--- src/rtl/grn_node_param.sv ---
// Two-channel gene-regulatory-network node: each channel samples its next state
// every DELAY_x-th strobe and reports update, change, change count and stability.
module grn_node_param #(
  parameter int WIDTH    = 1,
  parameter int DELAY_S0 = 2,
  parameter int DELAY_S1 = 1,
  parameter int CNT_W    = 16
) (
  input  logic             clk,
  input  logic             rst,
  input  logic             start,
  input  logic             reset_nos,
  input  logic             start_s0,
  input  logic             start_s1,
  input  logic [WIDTH-1:0] init_state,
  input  logic [WIDTH-1:0] next_s0,
  input  logic [WIDTH-1:0] next_s1,
  output logic [WIDTH-1:0] s0,
  output logic [WIDTH-1:0] s1,
  output logic             upd_s0,
  output logic             upd_s1,
  output logic             chg_s0,
  output logic             chg_s1,
  output logic [CNT_W-1:0] chg_cnt_s0,
  output logic [CNT_W-1:0] chg_cnt_s1,
  output logic             stable
);

  localparam logic [7:0] PH_LAST [2] = '{8'(DELAY_S0 - 1), 8'(DELAY_S1 - 1)};

  logic [WIDTH-1:0] nxt    [2];
  logic             strobe [2];
  logic [WIDTH-1:0] st_q   [2];
  logic [7:0]       ph_q   [2];
  logic             upd_q  [2];
  logic             chg_q  [2];
  logic             nc_q   [2];
  logic [CNT_W-1:0] cnt_q  [2];

  assign nxt[0]    = next_s0;
  assign nxt[1]    = next_s1;
  assign strobe[0] = start & start_s0;
  assign strobe[1] = start & start_s1;

  // Both channels live in one block so each array has a single driver; the
  // channels never read each other's state, so they stay independent.
  // NOTE: every register here uses <= so all channels see pre-edge values.
  always_ff @(posedge clk) begin
    for (int c = 0; c < 2; c++) begin
      if (rst) begin
        st_q[c]  <= '0;
        ph_q[c]  <= '0;
        upd_q[c] <= 1'b0;
        chg_q[c] <= 1'b0;
        nc_q[c]  <= 1'b0;
        cnt_q[c] <= '0;
      end else if (reset_nos) begin
        // Parking the phase at its last value makes the next strobe update.
        st_q[c]  <= init_state;
        ph_q[c]  <= PH_LAST[c];
        upd_q[c] <= 1'b0;
        chg_q[c] <= 1'b0;
        nc_q[c]  <= 1'b0;
        cnt_q[c] <= '0;
      end else begin
        upd_q[c] <= 1'b0;
        chg_q[c] <= 1'b0;
        if (strobe[c]) begin
          if (ph_q[c] == PH_LAST[c]) begin
            ph_q[c]  <= '0;
            st_q[c]  <= nxt[c];
            upd_q[c] <= 1'b1;
            if (nxt[c] != st_q[c]) begin
              chg_q[c] <= 1'b1;
              nc_q[c]  <= 1'b0;
              if (cnt_q[c] != {CNT_W{1'b1}})
                cnt_q[c] <= cnt_q[c] + 1'b1;
            end else begin
              nc_q[c] <= 1'b1;
            end
          end else begin
            ph_q[c] <= ph_q[c] + 8'd1;
          end
        end
      end
    end
  end

  assign s0         = st_q[0];
  assign s1         = st_q[1];
  assign upd_s0     = upd_q[0];
  assign upd_s1     = upd_q[1];
  assign chg_s0     = chg_q[0];
  assign chg_s1     = chg_q[1];
  assign chg_cnt_s0 = cnt_q[0];
  assign chg_cnt_s1 = cnt_q[1];
  assign stable     = nc_q[0] & nc_q[1];

endmodule

--- config.mk ---
export PLATFORM = sky130hd
export DESIGN_NAME = grn_node_param
export DESIGN_NICKNAME = d
export VERILOG_FILES = /design/src/rtl/grn_node_param.sv
export SDC_FILE = /design/constraint.sdc
export NUM_CORES = 1
export LEC_CHECK = 0
export ABC_AREA = 1
export ABC_CLOCK_PERIOD_IN_PS = 6410
export CAP_MARGIN = 20
export CORE_ASPECT_RATIO = 0.9
export CORE_MARGIN = 5
export CORE_UTILIZATION = 36
export CTS_CLUSTER_DIAMETER = 80
export DETAILED_ROUTE_END_ITERATION = 12
export DONT_BUFFER_PORTS = 1
export GPL_ROUTABILITY_DRIVEN = 0
export PLACE_DENSITY = 0.55
export SYNTH_ARGS = -nofsm -noshare
export SYNTH_HDL_FRONTEND = slang
export SYNTH_SLANG_ARGS = --single-unit
--- constraint.sdc ---
create_clock -name clk -period 6.41 [get_ports clk]
set_input_delay 0.3205 -clock clk [delete_from_list [all_inputs] [get_ports clk]]
set_output_delay 0.3205 -clock clk [all_outputs]
set_load 0.005 [all_outputs]
# ---- Word-level counts from Yosys, hierarchy flattened
# Memory sizes are Yosys's and may differ from the RTL's.
# Cells that the tools add are included.
dict set report op_classes {
  shifts 0
  bitwise_logic 35
  multipliers 0
  div_mod_pow 0
  addsub 4
  mux 98
  n_eq_ne 5
  reduce_logical 1
  magnitude_cmp 0
}
# cell n
set op_table {}
lappend op_table {{1-bit two-way mux} 88}
lappend op_table {{16-bit two-way mux} 4}
lappend op_table {{8-bit two-way mux} 6}
lappend op_table {{16-bit by 1-bit adder with 16-bit output, second input constant} 2}
lappend op_table {{16-bit != test, second input constant} 2}
lappend op_table {{1-bit OR} 32}
lappend op_table {{8-bit by 1-bit adder with 8-bit output, second input constant} 2}
lappend op_table {{8-bit by 1-bit == test with 1-bit output, second input constant} 1}
lappend op_table {{8-bit logical NOT} 1}
lappend op_table {{1-bit AND} 3}
lappend op_table {{1-bit != test} 2}
dict set report word_totals {
  memories 6
  rom_bits 0
  mem_bits_rw 56
  word_cells 149
  ff_bits 0
  out_inout_bits 39
  latchBits 0
}
# memory depth width rd rd_ports_with_merged_regs write_ports line_no
set memory_table {}
lappend memory_table {cnt_q 2 16 2 0 2 38} ;# logic [CNT_W-1:0] cnt_q [2];
lappend memory_table {ph_q 2 8 2 0 2 34} ;# logic [7:0] ph_q [2];
lappend memory_table {chg_q 2 1 2 0 2 36} ;# logic chg_q [2];
lappend memory_table {nc_q 2 1 2 0 2 37} ;# logic nc_q [2];
lappend memory_table {st_q 2 1 2 0 2 33} ;# logic [WIDTH-1:0] st_q [2];
lappend memory_table {upd_q 2 1 2 0 2 35} ;# logic upd_q [2];

# ---- Depth between registers and ports, before layout
dict set report logic_depth {
  depth_word 9
  mapped_depth 9
  depth_no_buf 9
}

# ---- Least setup slack after synthesis
# Ideal clock, no wire load.
dict set report synth_timing {
  kind {register -> register}
  startpoint {mem ph_q[1][0]}
  endpoint {mem cnt_q[1][0] (enable)}
  arrival_ns 1.682
  setup_time_ns 0.372
  required_time_ns 6.038
  slack_ns 4.356
  period_less_slack_ns 2.054
  n_path_buf 1
  stages_incl_launch_ff 10
  cell_sequence {edfxtp_1 -> inv_1 -> ha_1 -> nand3_1 -> nor2_1 -> nand3_2 -> nor2_4 -> inv_2 -> buf_6 -> nand2_1}
}
# element line_no
set synth_rtl {}
lappend synth_rtl {{start: declaration} 34}
lappend synth_rtl {{end: declaration} 38}

==> insert_results.sql <==
INSERT INTO impl_metrics (metric_group, metric, value, unit) VALUES
('run_status', 'status', 'finished clean', ''),
('logic_synthesis', 'yosys.area_share.simple', '0.291', ''),
('logic_synthesis', 'synth_area_leaders', 'sky130_fd_sc_hd__edfxtp_1 53%, sky130_fd_sc_hd__nand2_1 8.6%, sky130_fd_sc_hd__nor2_1 6.6%, sky130_fd_sc_hd__inv_1 5.5%, sky130_fd_sc_hd__nor2_2 3.9%', ''),
('placed_design', 'dp_hpwl', '4480', 'um'),
('worst_hold_path', 'hold_class', 'input pin to flop', ''),
('clock_tree', 'clock_sink_count', '56', ''),
('final_layout', 'diodes', '0', ''),
('clock_tree', 'cts_max_path_buffers', '2', ''),
('logic_synthesis', 'synth_adder_area_share', '0.0236', ''),
('clock_tree', 'cts-root-buf', 'sky130_fd_sc_hd__clkbuf_8', ''),
('timing', 'setup_total_negative_slack', '0', 'ps'),
('worst_setup_path', 'timing.critical_path.fanout_max', '16', ''),
('route', 'final_routed_drc_violation_total', '0', ''),
('placed_design', 'pre_cts_ws', '3870', 'ps'),
('power_and_ir_drop', 'finalPower', '0.669', 'mW'),
('timing', 'max_slew_margin_vs_limit', '0.541', ''),
('floorplan', 'ioPinCount', '48', ''),
('route', 'wl', '5930', 'um'),
('timing', 'final_count_of_hold_timing_violations', '0', ''),
('logic_synthesis', 'synth_seq_area_share', '0.528', ''),
('worst_setup_path', 'worstReg2RegStart', 'cnt_q[1][0]$_SDFFCE_PN0P_', ''),
('placed_design', 'place_inst', '469', ''),
('global_route', 'antenna_found_initial', '0', ''),
('clock_tree', 'cts_hold_repair.buffers', '0', ''),
('logic_synthesis', 'synthXorXnorAreaFrac', '0.0660', ''),
('route', 'antenna_left', '0', ''),
('floorplan', 'floorplan.die.height', '99.2', 'um'),
('worst_setup_path', 'worst-endpoint-arrival', '2370', 'ps'),
('global_route', 'gr-usage-met2', '0.167', ''),
('clock_tree', 'cts_tree', 'done', ''),
('final_layout', 'final_net_count', '372', ''),
('final_layout', 'flow.area_growth_from_synthesis', '7.38', '%'),
('power_and_ir_drop', 'leakage_power', '1.30', 'nW'),
('timing', 'post-route-worst-setup-slack', '3930', 'ps'),
('placed_design', 'numPortBuffers', '0', ''),
('route', 'vias_per_cell', '4.47', ''),
('route', 'iteration_0_drc_markers', '82', ''),
('timing', 'fin_skew', '9.58', 'ps'),
('timing', 'finalMaxSlewViolations', '0', ''),
('final_layout', 'layout-drive-gt1-share', '0.115', ''),
('final_layout', 'final-instance-count-excl-fill', '477', ''),
('logic_synthesis', 'synth_compound_area_frac', '0.0271', ''),
('global_route', 'first_pass_grt_wire_length', '9870', 'um'),
('power_and_ir_drop', 'total_power_divided_by_cell_area', '196', 'nW/um^2'),
('global_route', 'grt.busiest_layer', 'met2', ''),
('timing', 'layout_min_cycle_time', '2480', 'ps'),
('logic_synthesis', 'synth-async-reset-ratio', '0', ''),
('route', 'dr.pass1.iters', '4', ''),
('logic_synthesis', 'synth_area_per_cell', '9.18', 'um^2'),
('floorplan', 'die_width', '109', 'um'),
('route', 'vias', '2134', ''),
('power_and_ir_drop', 'peakVddDrop', '0.0870', 'mV'),
('clock_tree', 'worst_skew_pair.late_latency', '300', 'ps'),
('clock_tree', 'clk_pin_slew', '100', 'ps'),
('floorplan', 'fp.dieArea', '10800', 'um^2'),
('run', 'max_cap_violations', '0', ''),
('logic_synthesis', 'synth_most_common_cell', 'sky130_fd_sc_hd__nand2_1', ''),
('logic_synthesis', 'ys_ff_latch', '56', ''),
('worst_setup_path', 'crit_path_kind', 'flop to flop', ''),
('clock_tree', 'post-cts-setup-buffer-count', '0', ''),
('worst_setup_path', 'worst_r2r_path_depth', '8', ''),
('logic_synthesis', 'ys.warnings.count', '0', ''),
('timing', 'report.final.setup_viol', '0', ''),
('worst_setup_path', 'worst-r2r-setup-slack', '3930', 'ps'),
('floorplan', 'core', '8610', 'um^2'),
('clock_tree', 'cts_buffers', '5', ''),
('timing', 'max_clock_freq', '404', 'MHz'),
('logic_synthesis', 'synth.top_cells.by_count', '73 x sky130_fd_sc_hd__nand2_1, 56 x sky130_fd_sc_hd__edfxtp_1, 56 x sky130_fd_sc_hd__nor2_1', ''),
('global_route', 'grtUsageMet1', '0.167', ''),
('global_route', 'grt_pass1_vias', '1934', ''),
('logic_synthesis', 'synthFlopType', 'sky130_fd_sc_hd__edfxtp_1', '');
-- sequential cells by signal, indices dropped and copies added, names as in the netlist --
| name | cells |
|---|---|
| cnt_q | 32 |
| ph_q | 16 |
| chg_q | 2 |
| nc_q | 2 |
| st_q | 2 |
| upd_q | 2 |
-- cell type report --
type | count | area (um^2)
Fill cell | 853 | 5190
Sequential cell | 56 | 1680
Multi-Input combinational cell | 244 | 1310
Inverter | 48 | 180
Tap cell | 119 | 149
Clock buffer | 5 | 68.8
Timing Repair Buffer | 2 | 15.0
Clock inverter | 3 | 13.8
-- worst min path at each step --
| stage | from | end | cells past startpoint | slack [ps] |
|---|---|---|---|---|
| detailed placement | next_s0 | st_q[0]$_DFFE_PP_ | 2 | 520 |
| global route | reset_nos | ph_q[0][0]$_DFFE_PP_ | 1 | 180 |
| global placement | next_s0 | st_q[0]$_DFFE_PP_ | 2 | 520 |
| floorplan | next_s0 | st_q[0]$_DFFE_PP_ | 2 | 500 |
| CTS | next_s0 | st_q[0]$_DFFE_PP_ | 2 | 190 |
| finish | next_s0 | st_q[0]$_DFFE_PP_ | 2 | 210 |
-- cells by family (layout without fill, tap and decap cells) --
kind of cell	Yosys count	in the layout
AOI/OAI and AO/OA	16	16
xor gates and xnor gates	24	24
adders and majority gates	6	6
buffers and inverters	50	58
DFF	56	56
other	1	4
and+or+nand+nor	194	194
-- stage by stage --
step	utilization	hold WS, ps	area [um^2]
global route	0.397	179	3420
global placement	0.386	518	3320
floorplan	-	499	3200
detailed placement	0.388	517	3340
finish	0.397	215	3420
CTS	0.397	195	3420
-- critical path, stage by stage, from the launching register on --
cell                       delay [ps]
sky130_fd_sc_hd__edfxtp_1         440
sky130_fd_sc_hd__ha_1             210
sky130_fd_sc_hd__nand2_1           70
sky130_fd_sc_hd__nor2_2           200
sky130_fd_sc_hd__nand3_1          170
sky130_fd_sc_hd__nor2_2           160
sky130_fd_sc_hd__nor2_4            60
sky130_fd_sc_hd__inv_2            260
sky130_fd_sc_hd__nand2_1          490
-- cells in the final DEF (no fill, tap or decap), types with 6 or more instances in the layout --
| master | synthesis | final |
|---|---|---|
| sky130_fd_sc_hd__nand2_1 | 73 | 73 |
| sky130_fd_sc_hd__nor2_1 | 56 | 56 |
| sky130_fd_sc_hd__edfxtp_1 | 56 | 56 |
| sky130_fd_sc_hd__inv_1 | 47 | 47 |
| sky130_fd_sc_hd__nor2_2 | 20 | 20 |
| sky130_fd_sc_hd__nand3_1 | 16 | 16 |
| sky130_fd_sc_hd__xnor2_1 | 13 | 13 |
| sky130_fd_sc_hd__xor2_1 | 11 | 11 |
| sky130_fd_sc_hd__a21oi_1 | 9 | 9 |
| sky130_fd_sc_hd__nand4_1 | 6 | 6 |
| sky130_fd_sc_hd__nor3_1 | 6 | 6 |
| sky130_fd_sc_hd__ha_1 | 6 | 6 |
-- where the power goes --
part           total, mW  internal, mW  switching, mW  leakage [nW]
Combinational     0.0421        0.0145         0.0276         0.629
Sequential         0.441         0.420         0.0210         0.624
Clock              0.186        0.0747          0.112        0.0453
Total              0.669         0.509          0.160          1.30
-- layer usage --
| metal | vias to the layer above | wire length [um] |
|---|---|---|
| met3 | 2 | 292 |
| li1 | 1133 | - |
| met2 | 33 | 2600 |
| met4 | 0 | 27 |
| met5 | - | 0 |
| met1 | 966 | 3020 |
No activity file was read; power rests on OpenSTA's default activity.
